## src/rtl/dmem_bridge.sv

```systemverilog
// Data-memory bridge: posted-write FIFO for stores, stalling reads for loads,
// in front of a handshaked word-addressed bus with registered request signals.
module dmem_bridge #(
  parameter int MIPS_SIZE  = 32,
  parameter int WBUF_DEPTH = 2
) (
  input  logic                 CLK,
  input  logic                 RST,
  input  logic                 MemRead,
  input  logic                 MemWrite,
  input  logic [MIPS_SIZE-1:0] ALUResult,
  input  logic [MIPS_SIZE-1:0] WriteData,
  output logic [MIPS_SIZE-1:0] ReadData,
  output logic                 Stall,
  output logic                 wbuf_empty,
  output logic                 mem_req,
  output logic                 mem_we,
  output logic [MIPS_SIZE-3:0] mem_addr,
  output logic [MIPS_SIZE-1:0] mem_wdata,
  input  logic                 mem_ack,
  input  logic [MIPS_SIZE-1:0] mem_rdata
);
  // state | meaning
  // IDLE  | no transfer on the bus
  // WRITE | head FIFO entry on the bus
  // READ  | load on the bus, core stalled
  // RDONE | load data captured, load retires this cycle
  localparam int AW = MIPS_SIZE - 2;
  localparam int PW = $clog2(WBUF_DEPTH);
  localparam int CW = PW + 1;

  typedef enum logic [1:0] {S_IDLE, S_WRITE, S_READ, S_RDONE} state_t;

  state_t               r_state, w_state_nxt;
  logic [AW-1:0]        r_fifo_addr [WBUF_DEPTH];
  logic [MIPS_SIZE-1:0] r_fifo_data [WBUF_DEPTH];
  logic [PW-1:0]        r_wr_ptr, r_rd_ptr, w_rd_ptr_inc;
  logic [CW-1:0]        r_count;
  logic                 r_mem_req, w_req_nxt;
  logic                 r_mem_we, w_we_nxt;
  logic [AW-1:0]        r_mem_addr, w_addr_nxt;
  logic [MIPS_SIZE-1:0] r_mem_wdata, w_wdata_nxt;
  logic [MIPS_SIZE-1:0] r_read_data, w_rdata_nxt;
  logic                 w_full, w_empty, w_load, w_enq, w_pop;
  logic                 w_unused;

  assign w_full       = (r_count == CW'(WBUF_DEPTH));
  assign w_empty      = (r_count == '0);
  assign w_load       = MemRead & ~MemWrite;
  assign w_enq        = MemWrite & ~w_full;
  assign w_pop        = (r_state == S_WRITE) & mem_ack;
  assign w_rd_ptr_inc = r_rd_ptr + PW'(1);
  assign w_unused     = ^ALUResult[1:0];

  // Stall depends on registered state only, never on mem_ack.
  assign Stall      = RST & ((MemWrite & w_full) | (w_load & (r_state != S_RDONE)));
  assign wbuf_empty = w_empty;
  assign mem_req    = r_mem_req;
  assign mem_we     = r_mem_we;
  assign mem_addr   = r_mem_addr;
  assign mem_wdata  = r_mem_wdata;
  assign ReadData   = r_read_data;

  always_ff @(posedge CLK) begin
    if (w_enq) begin
      r_fifo_addr[r_wr_ptr] <= ALUResult[MIPS_SIZE-1:2];
      r_fifo_data[r_wr_ptr] <= WriteData;
    end
  end

  always_ff @(posedge CLK or negedge RST) begin
    if (!RST) begin
      r_wr_ptr <= '0;
      r_rd_ptr <= '0;
      r_count  <= '0;
    end else begin
      if (w_enq) r_wr_ptr <= r_wr_ptr + PW'(1);
      if (w_pop) r_rd_ptr <= w_rd_ptr_inc;
      case ({w_enq, w_pop})
        2'b10:   r_count <= r_count + CW'(1);
        2'b01:   r_count <= r_count - CW'(1);
        default: r_count <= r_count;
      endcase
    end
  end

  always_ff @(posedge CLK or negedge RST) begin
    if (!RST) begin
      r_state     <= S_IDLE;
      r_mem_req   <= 1'b0;
      r_mem_we    <= 1'b0;
      r_mem_addr  <= '0;
      r_mem_wdata <= '0;
      r_read_data <= '0;
    end else begin
      r_state     <= w_state_nxt;
      r_mem_req   <= w_req_nxt;
      r_mem_we    <= w_we_nxt;
      r_mem_addr  <= w_addr_nxt;
      r_mem_wdata <= w_wdata_nxt;
      r_read_data <= w_rdata_nxt;
    end
  end

  // A store arriving with nothing else queued goes straight onto the bus.
  always_comb begin
    w_state_nxt = r_state;
    w_req_nxt   = r_mem_req;
    w_we_nxt    = r_mem_we;
    w_addr_nxt  = r_mem_addr;
    w_wdata_nxt = r_mem_wdata;
    w_rdata_nxt = r_read_data;
    case (r_state)
      S_IDLE: begin
        if (!w_empty) begin
          w_state_nxt = S_WRITE;
          w_req_nxt   = 1'b1;
          w_we_nxt    = 1'b1;
          w_addr_nxt  = r_fifo_addr[r_rd_ptr];
          w_wdata_nxt = r_fifo_data[r_rd_ptr];
        end else if (w_enq) begin
          w_state_nxt = S_WRITE;
          w_req_nxt   = 1'b1;
          w_we_nxt    = 1'b1;
          w_addr_nxt  = ALUResult[MIPS_SIZE-1:2];
          w_wdata_nxt = WriteData;
        end else if (w_load) begin
          w_state_nxt = S_READ;
          w_req_nxt   = 1'b1;
          w_we_nxt    = 1'b0;
          w_addr_nxt  = ALUResult[MIPS_SIZE-1:2];
        end
      end
      S_WRITE: begin
        if (mem_ack) begin
          if (r_count > CW'(1)) begin
            w_addr_nxt  = r_fifo_addr[w_rd_ptr_inc];
            w_wdata_nxt = r_fifo_data[w_rd_ptr_inc];
          end else if (w_enq) begin
            w_addr_nxt  = ALUResult[MIPS_SIZE-1:2];
            w_wdata_nxt = WriteData;
          end else begin
            w_state_nxt = S_IDLE;
            w_req_nxt   = 1'b0;
            w_we_nxt    = 1'b0;
          end
        end
      end
      S_READ: begin
        if (mem_ack) begin
          w_state_nxt = S_RDONE;
          w_req_nxt   = 1'b0;
          w_rdata_nxt = mem_rdata;
        end
      end
      S_RDONE: w_state_nxt = S_IDLE;
      default: w_state_nxt = S_IDLE;
    endcase
  end
endmodule

```

## config.mk

```make
export PLATFORM = sky130hd
export DESIGN_NAME = dmem_bridge
export DESIGN_NICKNAME = d
export VERILOG_FILES = /design/src/rtl/dmem_bridge.sv
export SDC_FILE = /design/constraint.sdc
export NUM_CORES = 1
export LEC_CHECK = 0
export ABC_AREA = 0
export ABC_CLOCK_PERIOD_IN_PS = 4200
export BUFFER_PORTS_ARGS = -buffer_cell sky130_fd_sc_hd__buf_2
export CAP_MARGIN = 20
export CORE_AREA = 2 2 137 166
export CTS_BUF_LIST = sky130_fd_sc_hd__clkbuf_4 sky130_fd_sc_hd__clkbuf_8
export DETAILED_ROUTE_END_ITERATION = 10
export DIE_AREA = 0 0 139 168
export PLACE_DENSITY = 0.78
export SYNTH_ARGS = -nofsm -noshare
export SYNTH_HDL_FRONTEND = slang
export SYNTH_SLANG_ARGS = --single-unit
```

## constraint.sdc

```tcl
create_clock -name CLK -period 4.2 [get_ports CLK]
set_clock_uncertainty 0.1 [all_clocks]
set_input_delay 0.42 -clock CLK [delete_from_list [all_inputs] [get_ports CLK]]
set_output_delay 0.42 -clock CLK [all_outputs]
set_load 0.01 [all_outputs]
```

==> impl_metrics.ini, run 1 <==
[die]
dieWidth_um = 139
die_area_sq_um = 23350
rows = 60
start_util = 0.5164
pin_count = 199
core_area_sq_um = 21920
die_h_um = 168

[critical_path]
worstSetupStartpointType = register
cp.arrival_ps = 3190
crit_chain = inv_1 -> ha_1 -> nor2b_4 -> inv_2 -> nor2_4 -> buf_12
critPathMaxStageDelay_ps = 750
slowest_stage = nor2_4
worstSetupEndpointType = register
worst-path-max-fanout = 39
required_ps = 4280
critical_path_class = register to register

[cells_and_area]
nFillCells = 1743
final_nets = 1215
n_antenna_cell = 0
fin_area_sq_um = 13550
drive_gt1_frac = 0.3721
final_cells = 1413
syn2layout_area_growth_pct = 19.71

[grt]
antenna_found_initial = 0
grt_pass1_wl_mm = 42.95
first_global_vias = 8533
grt_util_all_layers = 0.2254
grt_max_degree = 84
grt.overflow.total = 0

[timing]
tightest_slew_ps = 986.2
min_period_ps = 3113
setup_viol = 0
rsz0062_at_grt = false
relSlewSlack = 0.3426
fmax_ghz = 0.3212
finalCritPeriodShare = 0.7413
hold_viol = 0
fin_ws_ps = 1087
fin_setup_tns_ps = 0
slew_violations = 0

[synthesis]
postSynthAreaPerCell_sq_um = 12.61
yosys_warnings = 0
synth_cell_types = 37
synth_seq_area_share = 0.5544
synth_cells = 898
synth_seq_cells = 226
syn_area_sq_um = 11320
synthesis.nets = 1008

[route]
antenna_left = 0
drc = 0
first_pass_iters = 5
wl_mm = 27.02
vias_per_cell = 5.892
drt_iter0_drc = 405
dr_total_vias = 8325
wire_per_inst_um = 19.12

[clocking]
tritoncts = done
cts_num_sinks = 226
cts_htree_levels = 2
clock_path_buffers = 3
cts_resized = 0
numCtsBuffers = 37
clockRootBuffer = clkbuf_8
clk_pin_slew_worst_paths_ps = 60
clk_latency_ps = 510
post_cts_buffers = 0

[placed_design]
portBuffers = 196
hpwl_mm = 16.03
dp_slack_ps = 1076
dp_cells = 1313
place_area_sq_um = 12420
place.gp.congestion = 0.7437

[power_and_ir_drop]
power.leakage_uw = 0.005518
ir_drop_mv = 0.4072
cellPowerDensity_nw_per_um2 = 797.8

[run]
maxCapViolations = 0

[worst_hold_path]
hold_path.class = primary input to register

[status]
status = finished, final reports clean
-- final cells by class --
cell class	count	area [sq um]	area share
Sequential cell	226	6280	0.4634
Inverter	8	30.03	0.002216
Clock buffer	61	752.0	0.05549
Tap cell	279	349.1	0.02576
Timing Repair Buffer	243	1441	0.1064
Multi-Input combinational cell	589	4638	0.3423
Clock inverter	7	61.31	0.004524
-- per-stage QoR --
| step | utilization | power (uW) | hold WS (ps) |
|---|---|---|---|
| after floorplan | - | 7440 | 24.41 |
| after global placement | 0.5665 | 8562 | 381.0 |
| after detailed placement | 0.5665 | 8765 | 387.1 |
| after CTS | 0.6182 | 10870 | 0.0005551 |
| after global routing | 0.6182 | 11490 | 7.348 |
| final | 0.6182 | 10810 | 22.65 |
-- critical path, delay by kind of cell, from the launching register on --
| family | cells | cell delay [ps] |
|---|---|---|
| buf+inv | 3 | 800 |
| fa+ha+maj | 1 | 250 |
| simple gates | 2 | 1200 |
| flops | 1 | 400 |
-- placed cells by master, fill, tap and decap left out, types with 30 or more instances in the layout --
cell           Yosys  final
nand2_1           71     71
edfxtp_1         124    124
o22ai_1           30     30
o21ai_0           39     39
o21ai_1           39     39
a211oi_1          64     64
clkbuf_8           0     47
buf_2             28    195
mux2_2            84     84
mux2_4            40     40
dlygate4sd3_1      0     32
dfrtp_1          102    101
mux2i_1           31     31
a31oi_1           32     32
nor2b_1           64     62
-- synthesized netlist by cell type --
library cell,count,area share
edfxtp_1,124,0.33
dfrtp_1,102,0.23
mux2_2,84,0.084
nand2_1,71,0.024
a211oi_1,64,0.042
nor2b_1,64,0.035
mux2_4,40,0.053
o21ai_0,39,0.017
o21ai_1,39,0.017
a31oi_1,32,0.018
mux2i_1,31,0.027
clkbuf_1,30,0.0099
o22ai_1,30,0.017
buf_2,28,0.012
a21oi_1,23,0.010
a221o_1,22,0.019
buf_6,13,0.013
a211o_1,10,0.0077
ha_1,9,0.0099
a211oi_2,8,0.0088
inv_1,7,0.0023
buf_1,4,0.0013
nand2b_1,4,0.0022
xnor2_1,4,0.0031
and2_1,2,0.0011
nand3_1,2,0.00088
nor2_1,2,0.00066
a21o_1,1,0.00066
a21oi_4,1,0.0014
a32oi_1,1,0.00077
and4_4,1,0.00099
inv_2,1,0.00033
mux2_1,1,0.00099
nand3b_1,1,0.00066
nor2b_4,1,0.0012
o31ai_1,1,0.00066
o41ai_1,1,0.00077
-- report_power, final --
group / internal [uW] / switching (uW) / total (uW)
Clock: 1190 / 855 / 2050
Sequential: 3210 / 565 / 3770
Combinational: 2310 / 2680 / 4990
Total: 6710 / 4100 / 10800
-- kinds of logic after synthesis --
| logic type | Yosys count | synth area share |
|---|---|---|
| AO/OA/AOI/OAI | 272 | 0.1617 |
| XOR/XNOR | 4 | 0.003094 |
| adder cells (fa/ha/maj) | 9 | 0.009947 |
| buffers and inverters | 83 | 0.03923 |
| flip-flops | 226 | 0.5544 |
| multiplexers | 156 | 0.1650 |
| AND/OR/NAND/NOR | 148 | 0.06664 |
-- final timing paths --
kind,startpoint,end,slack (ps),cells after the start
max in group asynchronous,RST,ReadData[8],2350,3
max,r_count[0],r_fifo_data[0][18],1090,6
min reg2reg,ReadData[23],ReadData[23],400,1
min in group asynchronous,RST,mem_addr[12],430,2
max reg2reg,r_count[0],r_fifo_data[0][18],1090,6
min,WriteData[14],r_fifo_data[1][14],20,1
-- sequential cells by signal (all words and copies together), names as in the netlist --
signal       count
mem_req          1
mem_addr        30
mem_wdata       32
r_rd_ptr         1
r_fifo_data     64
r_wr_ptr         1
r_fifo_addr     60
r_count          2
mem_we           1
r_state          2
ReadData        32
-- layer usage --
metal | up-vias | GRT usage | part of all wire
met5 | - | 0 | 0
met4 | 0 | 0.08432 | 0.025
met3 | 52 | 0.03754 | 0.053
met2 | 278 | 0.4059 | 0.52
met1 | 4147 | 0.2723 | 0.40
li1 | 3848 | - | -
-- repair_timing --
action,CTS,global route
setup endpoints to repair,0,0
hold buffers,32,0
hold endpoints to repair,99,0
Power figures use the tool's default switching activity.
==> inputs of run 2 (changes only) <==
- ABC_CLOCK_PERIOD_IN_PS: 4200 -> 2750
- clock period: 4.2 -> 2.75 ns (I/O delays scaled with it)
==> run 2 against run 1 <==
Hold slack better by 260 ps. Wire length is 3.6% higher. Sequential share of layout area shrank 2.4 points. Die area stayed put. Setup slack lost 630 ps. Combinational power increased by 64%. Clock power increased by 40%. Highest routed layer unchanged.
==> impl_metrics.ini, run 2 (same netlist as run 1, synthesis figures left out) <==
[status]
status = finished, final reports clean

[cells_and_area]
final_nets = 1291
syn2layout_area_growth_pct = 26.21
post-route-util = 0.6518
largestRegisters = r_fifo_data (64), r_fifo_addr (60)
drive_gt1_frac = 0.3581
final_common_cell = buf_2
n_antenna_cell = 0
final_cell_mix = 195 x buf_2, 124 x edfxtp_1, 101 x dfrtp_1, 96 x dlygate4sd3_1, 84 x mux2_2
largest-register = r_fifo_data
largest_register_ffs = 64

[grt]
grt_pass1_wl_mm = 44.93
first_global_vias = 8915
grt_util_all_layers = 0.2366
grt_max_degree = 103
grt.overflow.total = 0
antenna_found_initial = 0

[timing]
finalCritPeriodShare = 0.8356
tightest_slew_ps = 647.9
relSlewSlack = 0.5681
min_period_ps = 2298
fin_setup_tns_ps = 0
fin_ws_ps = 452.2
rsz0062_at_grt = false
slew_violations = 0
fmax_ghz = 0.4352
hold_viol = 0
hold-worst-slack_ps = 280.4
setup_viol = 0

[clocking]
clk_latency_ps = 510
clockRootBuffer = clkbuf_8
cts_htree_levels = 2
tritoncts = done
clock_path_buffers = 3
cts_num_sinks = 226
numCtsBuffers = 36
clk_pin_slew_worst_paths_ps = 60

[worst_hold_path]
whs_endpoint = mem_req
hp-start = MemRead
whs_path_depth = 4
hold_path.class = primary input to register

[die]
rows = 60
core_area_sq_um = 21920
die_area_sq_um = 23350
pin_count = 199
start_util = 0.5164
die_h_um = 168
dieWidth_um = 139

[critical_path]
cp.arrival_ps = 2590
r2r_slack_ps = 450
required_ps = 3040
worst-path-max-fanout = 29
crit_start = r_count[1]
reg2reg_depth = 7
critical_path_class = register to register
critPathMaxStageDelay_ps = 440
crit_chain = inv_1 -> ha_1 -> nand2b_4 -> buf_12 -> a211oi_1 -> o22ai_1 -> mux2_2
slowest_stage = dfrtp_1
reg2reg_to = mem_addr[16]
worstSetupEndpointType = register
rr_startpoint = r_count[1]
worstSetupStartpointType = register

[route]
antenna_left = 0
first_pass_iters = 5
wl_mm = 28.00
drc = 0
drt_iter0_drc = 508
vias_per_cell = 5.801
wire_per_inst_um = 18.82
dr_total_vias = 8632

[power_and_ir_drop]
p_sw_frac = 0.3834
switching_power_uw = 6388
ir_drop_mv = 0.6119
p_int_uw = 10280
comb_power_share = 0.491
clkPwrFrac = 0.172
power.leakage_uw = 0.005834
sequentialPowerShare = 0.337
cellPowerDensity_nw_per_um2 = 1166

[placed_design]
dp_slack_ps = 474.6
hpwl_mm = 16.45
portBuffers = 196
place.gp.congestion = 0.7709

[run]
maxCapViolations = 0
-- run 2: power by group through the flow --
stage	clock network [uW]	logic [uW]	registers (uW)
after detailed placement	0	8020	5640
after global routing	3060	8890	5740
after floorplan	0	5530	5820
after CTS	2930	8160	5590
final	2860	8190	5610
after global placement	0	7830	5560
-- run 2: critical path, delay by kind of cell (launching register included) --
family	cells	cell delay (ps)
flops	1	440
compound gates	2	400
buf+inv	2	390
simple gates	1	320
mux	1	290
fa+ha+maj	1	220
-- run 2: per-stage QoR --
step / cells / total power [uW] / cell area [sq um]
5_1_grt: 1488 / 17690 / 14290
2_1_floorplan: 898 / 11350 / 11330
3_3_place_gp: 1326 / 13390 / 12600
4_1_cts: 1488 / 16680 / 14290
3_5_place_dp: 1326 / 13660 / 12600
6_report: 1488 / 16660 / 14290
-- run 2: final cells by class --
class,instances,area (sq um)
fill,1606,7634
sequential,226,6280
multi-input combinational,589,4638
timing repair buffer,320,2267
clock buffer,58,679.4
tap,279,349.1
clock inverter,8,43.79
inverter,8,30.03
-- run 2: how the worst max path moves through the flow --
stage | cells past startpoint | endpoint
after floorplan | 7 | r_fifo_addr[0][0]
after detailed placement | 6 | mem_addr[24]
after global routing | 7 | mem_wdata[21]
final | 7 | mem_addr[16]
after global placement | 6 | mem_addr[25]
after CTS | 7 | mem_addr[16]
-- run 2: what timing repair did --
action / CTS / global route
endpoints found under the hold margin: 259 / 0
setup buffers: 0 / 0
resized for setup: 0 / 0
hold buffers: 96 / 0
-- run 2: per-layer routing --
| metal | global-route usage | vias to the layer above | routed length [um] |
|---|---|---|---|
| met5 | 0 | - | 0 |
| met4 | 0.1028 | 0 | 704 |
| met3 | 0.03527 | 53 | 1539 |
| met2 | 0.4228 | 286 | 14470 |
| met1 | 0.2851 | 4296 | 11280 |
| li1 | - | 3997 | - |
==> inputs of run 3 (changes only) <==
- ABC_CLOCK_PERIOD_IN_PS: 2750 -> 1900
- clock period: 2.75 -> 1.9 ns (I/O delays scaled with it)
==> run 3 against run 2 <==
The flow now finishes with violations (setup timing). Wire length rose by 14%. Hold slack lost 160 ps. Utilization is 6.5 points higher. First-iteration DRC count is 34% higher. Cell area is 9.9% higher. Combinational power up 87%. Non-clock buffer count grew 56. Register-to-register slack got worse by 540 ps. Power rose by 69%. Clock-buffer cell count is 1 higher. Largest cell class unchanged.
==> impl_metrics.ini, run 3 (same netlist as run 1, synthesis figures left out) <==
[cells_and_area]
final_cell_mix = 193 x buf_2, 124 x edfxtp_1, 99 x dfrtp_1, 96 x dlygate4sd3_1, 69 x nand2_1
n_antenna_cell = 0
final_nets = 1349
syn2layout_area_growth_pct = 38.72
final_cells = 1546
final_common_cell = buf_2
largestRegisters = r_fifo_data (64), r_fifo_addr (60)
largest_register_ffs = 64
fin_area_sq_um = 15700
largest-register = r_fifo_data
drive_gt1_frac = 0.4294

[timing]
tightest_slew_ps = 475.8
finalCritPeriodShare = 1.047
hold_viol = 0
slew_violations = 0
setup_viol = 32
fin_ws_ps = -88.44
min_period_ps = 1988
relSlewSlack = 0.6828
fmax_ghz = 0.5029
rsz0062_at_grt = true

[placed_design]
place_area_sq_um = 13010
place.gp.congestion = 0.8043
hpwl_mm = 17.73
dp_cells = 1354
portBuffers = 196

[power_and_ir_drop]
switching_power_uw = 10590
ir_drop_mv = 1.180
comb_power_share = 0.543
p_sw_frac = 0.3759
power.leakage_uw = 0.006468
p_int_uw = 17570
cellPowerDensity_nw_per_um2 = 1793
clkPwrFrac = 0.166
sequentialPowerShare = 0.290

[grt]
grt.overflow.total = 0
use_met2 = 0.4511
met3_usage = 0.03982
first_global_vias = 9302
grt_pass1_wl_mm = 47.50
grt_use_met1 = 0.3023
antenna_found_initial = 0
grt_max_degree = 79
grt_util_all_layers = 0.2521
grt_busiest_layer = met2

[die]
start_util = 0.5164
dieWidth_um = 139
core_area_sq_um = 21920
die_area_sq_um = 23350
pin_count = 199
rows = 60
die_h_um = 168

[route]
vias_per_cell = 5.844
drc = 0
dr_total_vias = 9035
drt_iter0_drc = 680
wl_mm = 32.03
first_pass_iters = 5
antenna_left = 0
wire_per_inst_um = 20.72

[critical_path]
worstSetupEndpointType = register
required_ps = 2210
critPathBufInv = 3
critical_path.top_delay_family = flip-flops
critical_path_class = register to register
worstSetupStartpointType = register
cp.arrival_ps = 2300
slowest_stage = dfrtp_2
critPathMaxStageDelay_ps = 440
crit_chain = ha_4 -> nor2b_4 -> inv_4 -> and4_4 -> a21oi_4 -> buf_12 -> buf_12 -> mux2_4
worst-path-max-fanout = 8
crit_top_cell = buf_12

[status]
status = complete, but fails checks
violations = setup timing

[clocking]
clockRootBuffer = clkbuf_8
clock_path_buffers = 3
tritoncts = done
cts_htree_levels = 2
clk_pin_slew_worst_paths_ps = 60
numCtsBuffers = 37
cts_num_sinks = 226
clk_latency_ps = 530

[worst_hold_path]
hold_path.class = primary input to register

[run]
maxCapViolations = 0
## run 3: cell types whose count changed in the layout (fill, tap and decap cells not counted), sizes merged
cell | before | now
clkbuf | 58 | 68
clkinvlp | 2 | 0
bufbuf | 0 | 1
buf | 224 | 270
inv | 8 | 9
bufinv | 0 | 2
and2 | 2 | 3
clkinv | 6 | 5
## run 3: worst min-delay path, stage by stage
cell     delay [ps]
buf_2           110
nor2b_4         140
inv_4            50
buf_8           130
xnor2_1          70
## run 3: worst paths after layout
check / from / end / slack [ps] / cells after the start
max: r_count[1] / mem_addr[11] / -90 / 8
min: MemWrite / r_wr_ptr / 120 / 5
max reg2reg: r_count[1] / mem_addr[11] / -90 / 8
min reg2reg: mem_we / mem_we / 400 / 1
max in group asynchronous: RST / mem_wdata[24] / 1090 / 3
min in group asynchronous: RST / mem_addr[10] / 210 / 3
## run 3: per-stage QoR
stage	setup WS (ps)	total power [uW]	setup TNS [ps]	hold slack, ps	util
2_1_floorplan	-556.7	16820	-64520	-205.6	-
3_3_place_gp	-54.22	20350	-1500	192.5	0.5933
3_5_place_dp	-83.56	20830	-2943	199.0	0.5933
4_1_cts	-90.07	26480	-2627	134.3	0.6856
5_1_grt	-157.3	29580	-5232	137.8	0.7164
6_report	-88.44	28160	-2273	119.2	0.7164
## run 3: repair_timing
item                                    in CTS  in global routing
endpoints found under the setup margin      81                165
buffers inserted                             4                  8
gates resized for setup                     25                 72
cloned                                       4                 13
pin swaps                                    2                 16
hold buffers                                96                  0
endpoints found under the hold margin      259                  0
## run 3: area by class of cell
| type | count | area (sq um) |
|---|---|---|
| flip-flops and latches | 226 | 6282 |
| fillers | 1417 | 6217 |
| multi-input cells | 590 | 5027 |
| repair buffers | 376 | 3192 |
| clock buffers | 59 | 730.7 |
| well taps | 279 | 349.1 |
| clock inverters | 8 | 90.09 |
| inverters | 8 | 32.53 |
## run 3: power by group through the flow
stage                     Combinational, uW  Sequential (uW)  Clock [uW]
after global placement                12300             8040           0
final                                 15300             8180        4680
after CTS                             13700             8090        4740
after detailed placement              12700             8140           0
after floorplan                        8390             8430           0
after global routing                  16300             8350        4930
## run 3: routing by layer
metal,share of wire,routed length (um)
met5,0,0
met4,0.033,1051
met3,0.052,1679
met2,0.52,16810
met1,0.39,12490
